[src/rtl/cloud_pkg.sv]
// Shared encodings and widths for the background cloud scheduler.
package cloud_pkg;

    localparam int unsigned PosW = 11;
    localparam int unsigned CntW = 17;

    typedef enum logic [1:0] {
        GsInit  = 2'd0,
        GsStart = 2'd1,
        GsEnd   = 2'd2,
        GsReset = 2'd3
    } game_state_e;

    typedef enum logic [1:0] {
        StIdle  = 2'd0,
        StRun   = 2'd1,
        StHold  = 2'd2,
        StClear = 2'd3
    } sched_state_e;

    // One-hot of the lowest clear bit; zero when every bit is set.
    function automatic logic [7:0] lowest_zero(input logic [7:0] v);
        return ~v & (v + 8'd1);
    endfunction

endpackage

[src/rtl/cloud_slot.sv]
// One cloud slot: holds enable and x/y anchors; loads on spawn, scrolls left, retires at x == 0.
module cloud_slot
    import cloud_pkg::*;
(
    input  logic            clk,
    input  logic            rst_n,
    input  logic            clr,
    input  logic            load,
    input  logic            step,
    input  logic            move,
    input  logic [PosW-1:0] load_x,
    input  logic [PosW-1:0] load_y,
    output logic            en,
    output logic [PosW-1:0] xpos,
    output logic [PosW-1:0] ypos
);

    logic            en_q, en_d;
    logic [PosW-1:0] x_q, x_d;
    logic [PosW-1:0] y_q, y_d;

    always_comb begin
        en_d = en_q;
        x_d  = x_q;
        y_d  = y_q;
        if (clr) begin
            en_d = 1'b0;
            x_d  = '0;
            y_d  = '0;
        end else if (load) begin
            en_d = 1'b1;
            x_d  = load_x;
            y_d  = load_y;
        end else if (step && en_q) begin
            // Retirement ignores the parallax gate so far clouds still leave on time.
            if (x_q == '0) begin
                en_d = 1'b0;
            end else if (move) begin
                x_d = x_q - PosW'(1);
            end
        end
    end

    always_ff @(posedge clk or negedge rst_n) begin
        if (!rst_n) begin
            en_q <= 1'b0;
            x_q  <= '0;
            y_q  <= '0;
        end else begin
            en_q <= en_d;
            x_q  <= x_d;
            y_q  <= y_d;
        end
    end

    assign en   = en_q;
    assign xpos = x_q;
    assign ypos = y_q;

endmodule

[src/rtl/cloud_scheduler.sv]
// Cloud slot allocator: FSM, spawn counter and lowest-free slot selection for the background layer.
// Optional CLOUD_SCHED_PARALLAX_EN halves the scroll rate of far (high) clouds.
module cloud_scheduler
    import cloud_pkg::*;
#(
    parameter int unsigned NUM_SLOTS      = 3,
    parameter int unsigned SPAWN_INTERVAL = 50000,
    parameter int unsigned RETRY_VALUE    = 25000,
    parameter int unsigned SKIP_THRESH    = 20,
    parameter int unsigned SPAWN_X        = 692,
    parameter int unsigned CLOUD_BASE     = 240
) (
    input  logic                      clk,
    input  logic                      rst_n,
    input  logic                      tick,
    input  logic [1:0]                game_state,
    input  logic [6:0]                rand_val,
    output logic [NUM_SLOTS-1:0]      cloud_en,
    output logic [PosW*NUM_SLOTS-1:0] cloud_xpos,
    output logic [PosW*NUM_SLOTS-1:0] cloud_ypos,
    output logic                      spawn_pulse
);

    localparam logic [CntW-1:0] Interval = CntW'(SPAWN_INTERVAL);
    localparam logic [CntW-1:0] Retry    = CntW'(RETRY_VALUE);

    sched_state_e    state_q, state_d;
    game_state_e     gs;
    logic [CntW-1:0] cnt_q, cnt_d;
    logic            pulse_q, pulse_d;

    logic                 run_tick, clr_tick, attempt, skip, alloc;
    logic [7:0]           en_pad, free_oh8;
    logic [NUM_SLOTS-1:0] free_oh, load_vec, move_vec;
    logic [PosW-1:0]      spawn_y;

    assign gs = game_state_e'(game_state);

    always_comb begin
        state_d = state_q;
        if (tick) begin
            if (gs == GsReset) begin
                state_d = StClear;
            end else if (gs == GsStart) begin
                state_d = StRun;
            end else begin
                unique case (state_q)
                    StRun:   if (gs == GsEnd) state_d = StHold;
                    StClear: state_d = StIdle;
                    default: state_d = state_q;
                endcase
            end
        end
    end

    always_comb begin
        en_pad                  = '1;
        en_pad[NUM_SLOTS-1:0]   = cloud_en;
        free_oh8                = lowest_zero(en_pad);
        free_oh                 = free_oh8[NUM_SLOTS-1:0];
        run_tick                = tick && (state_q == StRun);
        clr_tick                = tick && (state_q == StClear);
        attempt                 = (cnt_q == Interval);
        skip                    = ({25'd0, rand_val} < SKIP_THRESH);
        alloc                   = run_tick && attempt && (|free_oh) && !skip;
        load_vec                = alloc ? free_oh : '0;
        spawn_y                 = PosW'(CLOUD_BASE) - {4'd0, rand_val};
        pulse_d                 = alloc;

        cnt_d = cnt_q;
        if (clr_tick) begin
            cnt_d = '0;
        end else if (run_tick) begin
            if (!attempt) begin
                cnt_d = cnt_q + CntW'(1);
            end else if (!(|free_oh)) begin
                cnt_d = '0;
            end else if (skip) begin
                cnt_d = Retry;
            end else begin
                cnt_d = '0;
            end
        end
    end

`ifdef CLOUD_SCHED_PARALLAX_EN
    logic phase_q;

    // Far clouds (small y) only advance on ticks where the phase bit is set.
    always_comb begin
        move_vec = '1;
        for (int i = 0; i < NUM_SLOTS; i++) begin
            move_vec[i] = phase_q ||
                          (cloud_ypos[PosW*i +: PosW] >= PosW'(CLOUD_BASE - 64));
        end
    end

    always_ff @(posedge clk or negedge rst_n) begin
        if (!rst_n) begin
            phase_q <= 1'b0;
        end else if (clr_tick) begin
            phase_q <= 1'b0;
        end else if (run_tick) begin
            phase_q <= ~phase_q;
        end
    end
`else
    assign move_vec = '1;
`endif

    for (genvar i = 0; i < NUM_SLOTS; i++) begin : g_slot
        cloud_slot u_slot (
            .clk    (clk),
            .rst_n  (rst_n),
            .clr    (clr_tick),
            .load   (load_vec[i]),
            .step   (run_tick),
            .move   (move_vec[i]),
            .load_x (PosW'(SPAWN_X)),
            .load_y (spawn_y),
            .en     (cloud_en[i]),
            .xpos   (cloud_xpos[PosW*i +: PosW]),
            .ypos   (cloud_ypos[PosW*i +: PosW])
        );
    end

    always_ff @(posedge clk or negedge rst_n) begin
        if (!rst_n) begin
            state_q <= StIdle;
            cnt_q   <= '0;
            pulse_q <= 1'b0;
        end else begin
            state_q <= state_d;
            cnt_q   <= cnt_d;
            pulse_q <= pulse_d;
        end
    end

    assign spawn_pulse = pulse_q;

endmodule

[config.mk]
export PLATFORM = sky130hd
export DESIGN_NAME = cloud_scheduler
export DESIGN_NICKNAME = d
export VERILOG_FILES = /design/src/rtl/cloud_pkg.sv /design/src/rtl/cloud_slot.sv /design/src/rtl/cloud_scheduler.sv
export SDC_FILE = /design/constraint.sdc
export NUM_CORES = 1
export LEC_CHECK = 0
export CELL_PAD_IN_SITES_DETAIL_PLACEMENT = 0
export CELL_PAD_IN_SITES_GLOBAL_PLACEMENT = 1
export CORE_ASPECT_RATIO = 0.9
export CORE_UTILIZATION = 40
export CTS_BUF_LIST = sky130_fd_sc_hd__clkbuf_16
export DETAILED_ROUTE_END_ITERATION = 7
export HOLD_SLACK_MARGIN = 0.1
export PLACE_DENSITY_LB_ADDON = 0.1
export SLEW_MARGIN = 20
export SYNTH_ARGS = -nofsm -noshare
export SYNTH_HDL_FRONTEND = slang
export SYNTH_SLANG_ARGS = --single-unit
[constraint.sdc]
create_clock -name clk -period 2.9 [get_ports clk]
set_clock_uncertainty 0.1 [all_clocks]
set_input_delay 0.29 -clock clk [delete_from_list [all_inputs] [get_ports clk]]
set_output_delay 0.29 -clock clk [all_outputs]
set_load 0.02 [all_outputs]
==> impl_results.md <==
* Failing checks: design-rule violations
* Placement Setup Slack at around 140 ps
* Routed len/inst at about 17 µm
* R2R Path End: g_slot[1].u_slot.ypos[5]
* Total number of vias at about 3700
* Pins Over Slew Limit at 0
* IO Pins at 82
* Worst-case reg-to-reg path depth at 5
* Vias/cell at between 5 and 6
* Drt total wl at between 10000 and 15000 µm
* CP max FO at 5
* HP Start: cnt_q[15]
* RSZ-0062 raised after global routing: false
* Synth Flop Type: dfrtp_1
* Die height at roughly 100 µm
* FFs w/ async S/R, synth at 1.00
* CP Capture Type: register
* GR Util All Layers at 0.212
* Sequential element share of the synthesized area at 0.462
* Hold depth at 1
* Clock Tree Buf Depth at 2
* Filler Cell Count at roughly 950
* Clock Sinks at 80
* Final instance area at between 5000 and 6000 µm²
* Drc violations at 6
* Final setup violation count at 0
* Share of cells above drive strength 1 at 0.106
* P_leak at roughly 2.4 nW
* HP Class: reg2reg
* Layout Nets at ~560
* DR pass1 iterations at 6
* Slew HR at 0.505
* Worst-skew pair later-pin latency at about 340 ps
* GPL Wtd Cong at 0.811
* Total core area at approximately 10000 µm²
* Initial DRC Count at roughly 220
* Busiest metal layer after global routing: met2
* GRT overflow at 0
* Post-CTS sizing at 0
* Met1 usage at 0.298
* Die area at about 11000 µm²
* CTS tree: yes
* Worst EP arrival at around 2900 ps
* Synthesized cell area at around 4300 µm²
* Grt met3 use at 0.0493
* Initial Util at 0.417
* Setup tns final at 0 ps
* Antenna viol nets, final at 0
* Max-Cap Viols at 0
* Core Rows at 35
* Tightest Pin Transition at roughly 740 ps
* Final HPWL DP at 7900 µm
* Largest net degree at the start of global routing at slightly above 80
* Min Tclk post-route at 2760 ps
* Crit Reg-Reg Startpoint: cnt_q[11]
* Htree depth at 3
* Overall Power at around 3.2 mW
* Maximum clock frequency at about 360 MHz
* Mean Syn Cell Area at between 9 and 10 µm²
* Startpoint Class: register
* Hold path endpoint: cnt_q[15]
* Met2 usage at 0.324
* Setup WS post-layout at between 100 and 150 ps
* CTS root buffer: clkbuf_16
* Status: finished with violations
* #FFs+latches synth at 80
* Post-placement cell area at roughly 5200 µm²
* Ant diodes at 0
* Crit path kind: reg2reg
* PwrDens at about 580 nW/µm²
* Synth cell types at 57
* IR Drop Worst-Case VDD at ~0.54 mV
* Global-route wire length before repair at around 19000 µm
* Worst R2R Setup Slack at 140 ps
* Hold Fails Final Rpt at 0
* Synth Warn # at 0
* Clk slew on worst S/H paths at 60 ps
* Width of the die at 112 µm
* Crit share post-route at 0.953
* Final hold slack at roughly 400 ps
* Antenna violations before repair at 0
* Syn Inst Count at 459
* Inserted Clock Buffers at 9
* Vias in the first global route at around 3600
* CP required at roughly 3000 ps
* Number of synthesized flops with an enable pin at 0
* Number of port buffers at between 70 and 80
* Layout Area Growth over Synthesis at 28.5%
area by class of cell:
| class | instances | area, µm² | area share |
|---|---|---|---|
| Tap cell | 129 | 161 | 0.0290 |
| Timing Repair Buffer | 95 | 897 | 0.161 |
| Clock inverter | 7 | 87.6 | 0.0157 |
| Multi-Input combinational cell | 334 | 2110 | 0.379 |
| Clock buffer | 9 | 225 | 0.0405 |
| Inverter | 22 | 82.6 | 0.0148 |
| Sequential cell | 80 | 2000 | 0.360 |
power by group:
part / switching [mW] / leakage (nW) / internal (mW)
Clock: 0.454 / 0.150 / 0.746
Combinational: 0.374 / 1.15 / 0.312
Sequential: 0.106 / 1.09 / 1.22
how the worst max path moves through the flow:
stage               cells past startpoint  startpoint                  endpoint  slack [ps]
finish                                  5   cnt_q[11]  g_slot[1].u_slot.ypos[5]         140
floorplan                               6   cnt_q[11]  g_slot[2].u_slot.ypos[4]         270
global placement                        5   cnt_q[11]  g_slot[1].u_slot.ypos[5]         170
global route                            6   cnt_q[11]  g_slot[1].u_slot.xpos[5]          80
detailed placement                      5   cnt_q[11]  g_slot[1].u_slot.ypos[4]         140
CTS                                     5   cnt_q[11]  g_slot[1].u_slot.ypos[5]         130
timing repair:
item | 4_1_cts | 5_1_grt
hold buffers | 1 | 0
endpoints found under the hold margin | 67 | 0
setup buffers | 0 | 0
cells by family (layout without fill, tap and decap cells):
| logic type | Yosys count | after routing | share of synthesized area |
|---|---|---|---|
| AOI/OAI and AO/OA | 108 | 108 | 0.162 |
| other | 1 | 9 | 0.000866 |
| and+or+nand+nor | 171 | 171 | 0.208 |
| xor gates and xnor gates | 18 | 18 | 0.0364 |
| adders and majority gates | 9 | 9 | 0.0260 |
| buffers and inverters | 53 | 133 | 0.0575 |
| DFF | 80 | 80 | 0.462 |
| muxes | 19 | 19 | 0.0468 |
flip-flops by register name (all words and copies together), names as in the netlist:
name and cells:
g_slot.u_slot.en 3, spawn_pulse 1, cnt_q 17, state_q 2, g_slot.u_slot.ypos 24, g_slot.u_slot.xpos 33
synthesized netlist by cell type, drive strengths merged, types with 4 or more instances:
library cell | number | share of area
dfrtp | 80 | 0.46
o21ai | 42 | 0.049
nor2 | 41 | 0.036
nand2 | 37 | 0.036
nand3 | 29 | 0.034
inv | 22 | 0.019
a21oi | 17 | 0.020
buf | 16 | 0.025
clkbuf | 15 | 0.013
nor3 | 12 | 0.015
or4 | 12 | 0.023
xor2 | 11 | 0.022
mux2 | 10 | 0.026
ha | 9 | 0.026
mux2i | 9 | 0.021
nand4 | 7 | 0.010
nor4 | 7 | 0.010
xnor2 | 7 | 0.014
a211oi | 6 | 0.010
o211ai | 6 | 0.010
o31ai | 5 | 0.0087
a22o | 4 | 0.0081
layout by cell type, fill, tap and decap left out, drive strengths merged, types with 7 or more instances in the layout:
cell           Yosys  final
a21oi             17     17
buf               16     23
clkbuf            15      9
clkdlybuf4s50      0     71
conb               1      9
dfrtp             80     80
ha                 9      9
inv               22     23
mux2              10     10
mux2i              9      9
nand2             37     37
nand3             29     29
nand4              7      7
nor2              41     41
nor3              12     12
nor4               7      7
o21ai             42     42
or4               12     12
xnor2              7      7
xor2              11     11
metal layers:
metal | wire, µm | vias to the layer above
li1 | - | 1818
met1 | 5550 | 1799
met2 | 4900 | 91
met3 | 593 | 9
met4 | 126 | 0
met5 | 0 | -
through the flow:
step | std cells | util
6_report | 676 | 0.536
3_3_place_gp | 659 | 0.505
2_1_floorplan | 467 | -
3_5_place_dp | 659 | 0.505
5_1_grt | 676 | 0.536
4_1_cts | 676 | 0.536
critical path, cell delays in order, from the launching register on:
cell	delay, ps
dfrtp_1	400
or4_4	550
or4_4	530
or4_1	570
nand2_4	150
mux2_2	340
(Power assumes the default switching activity.)
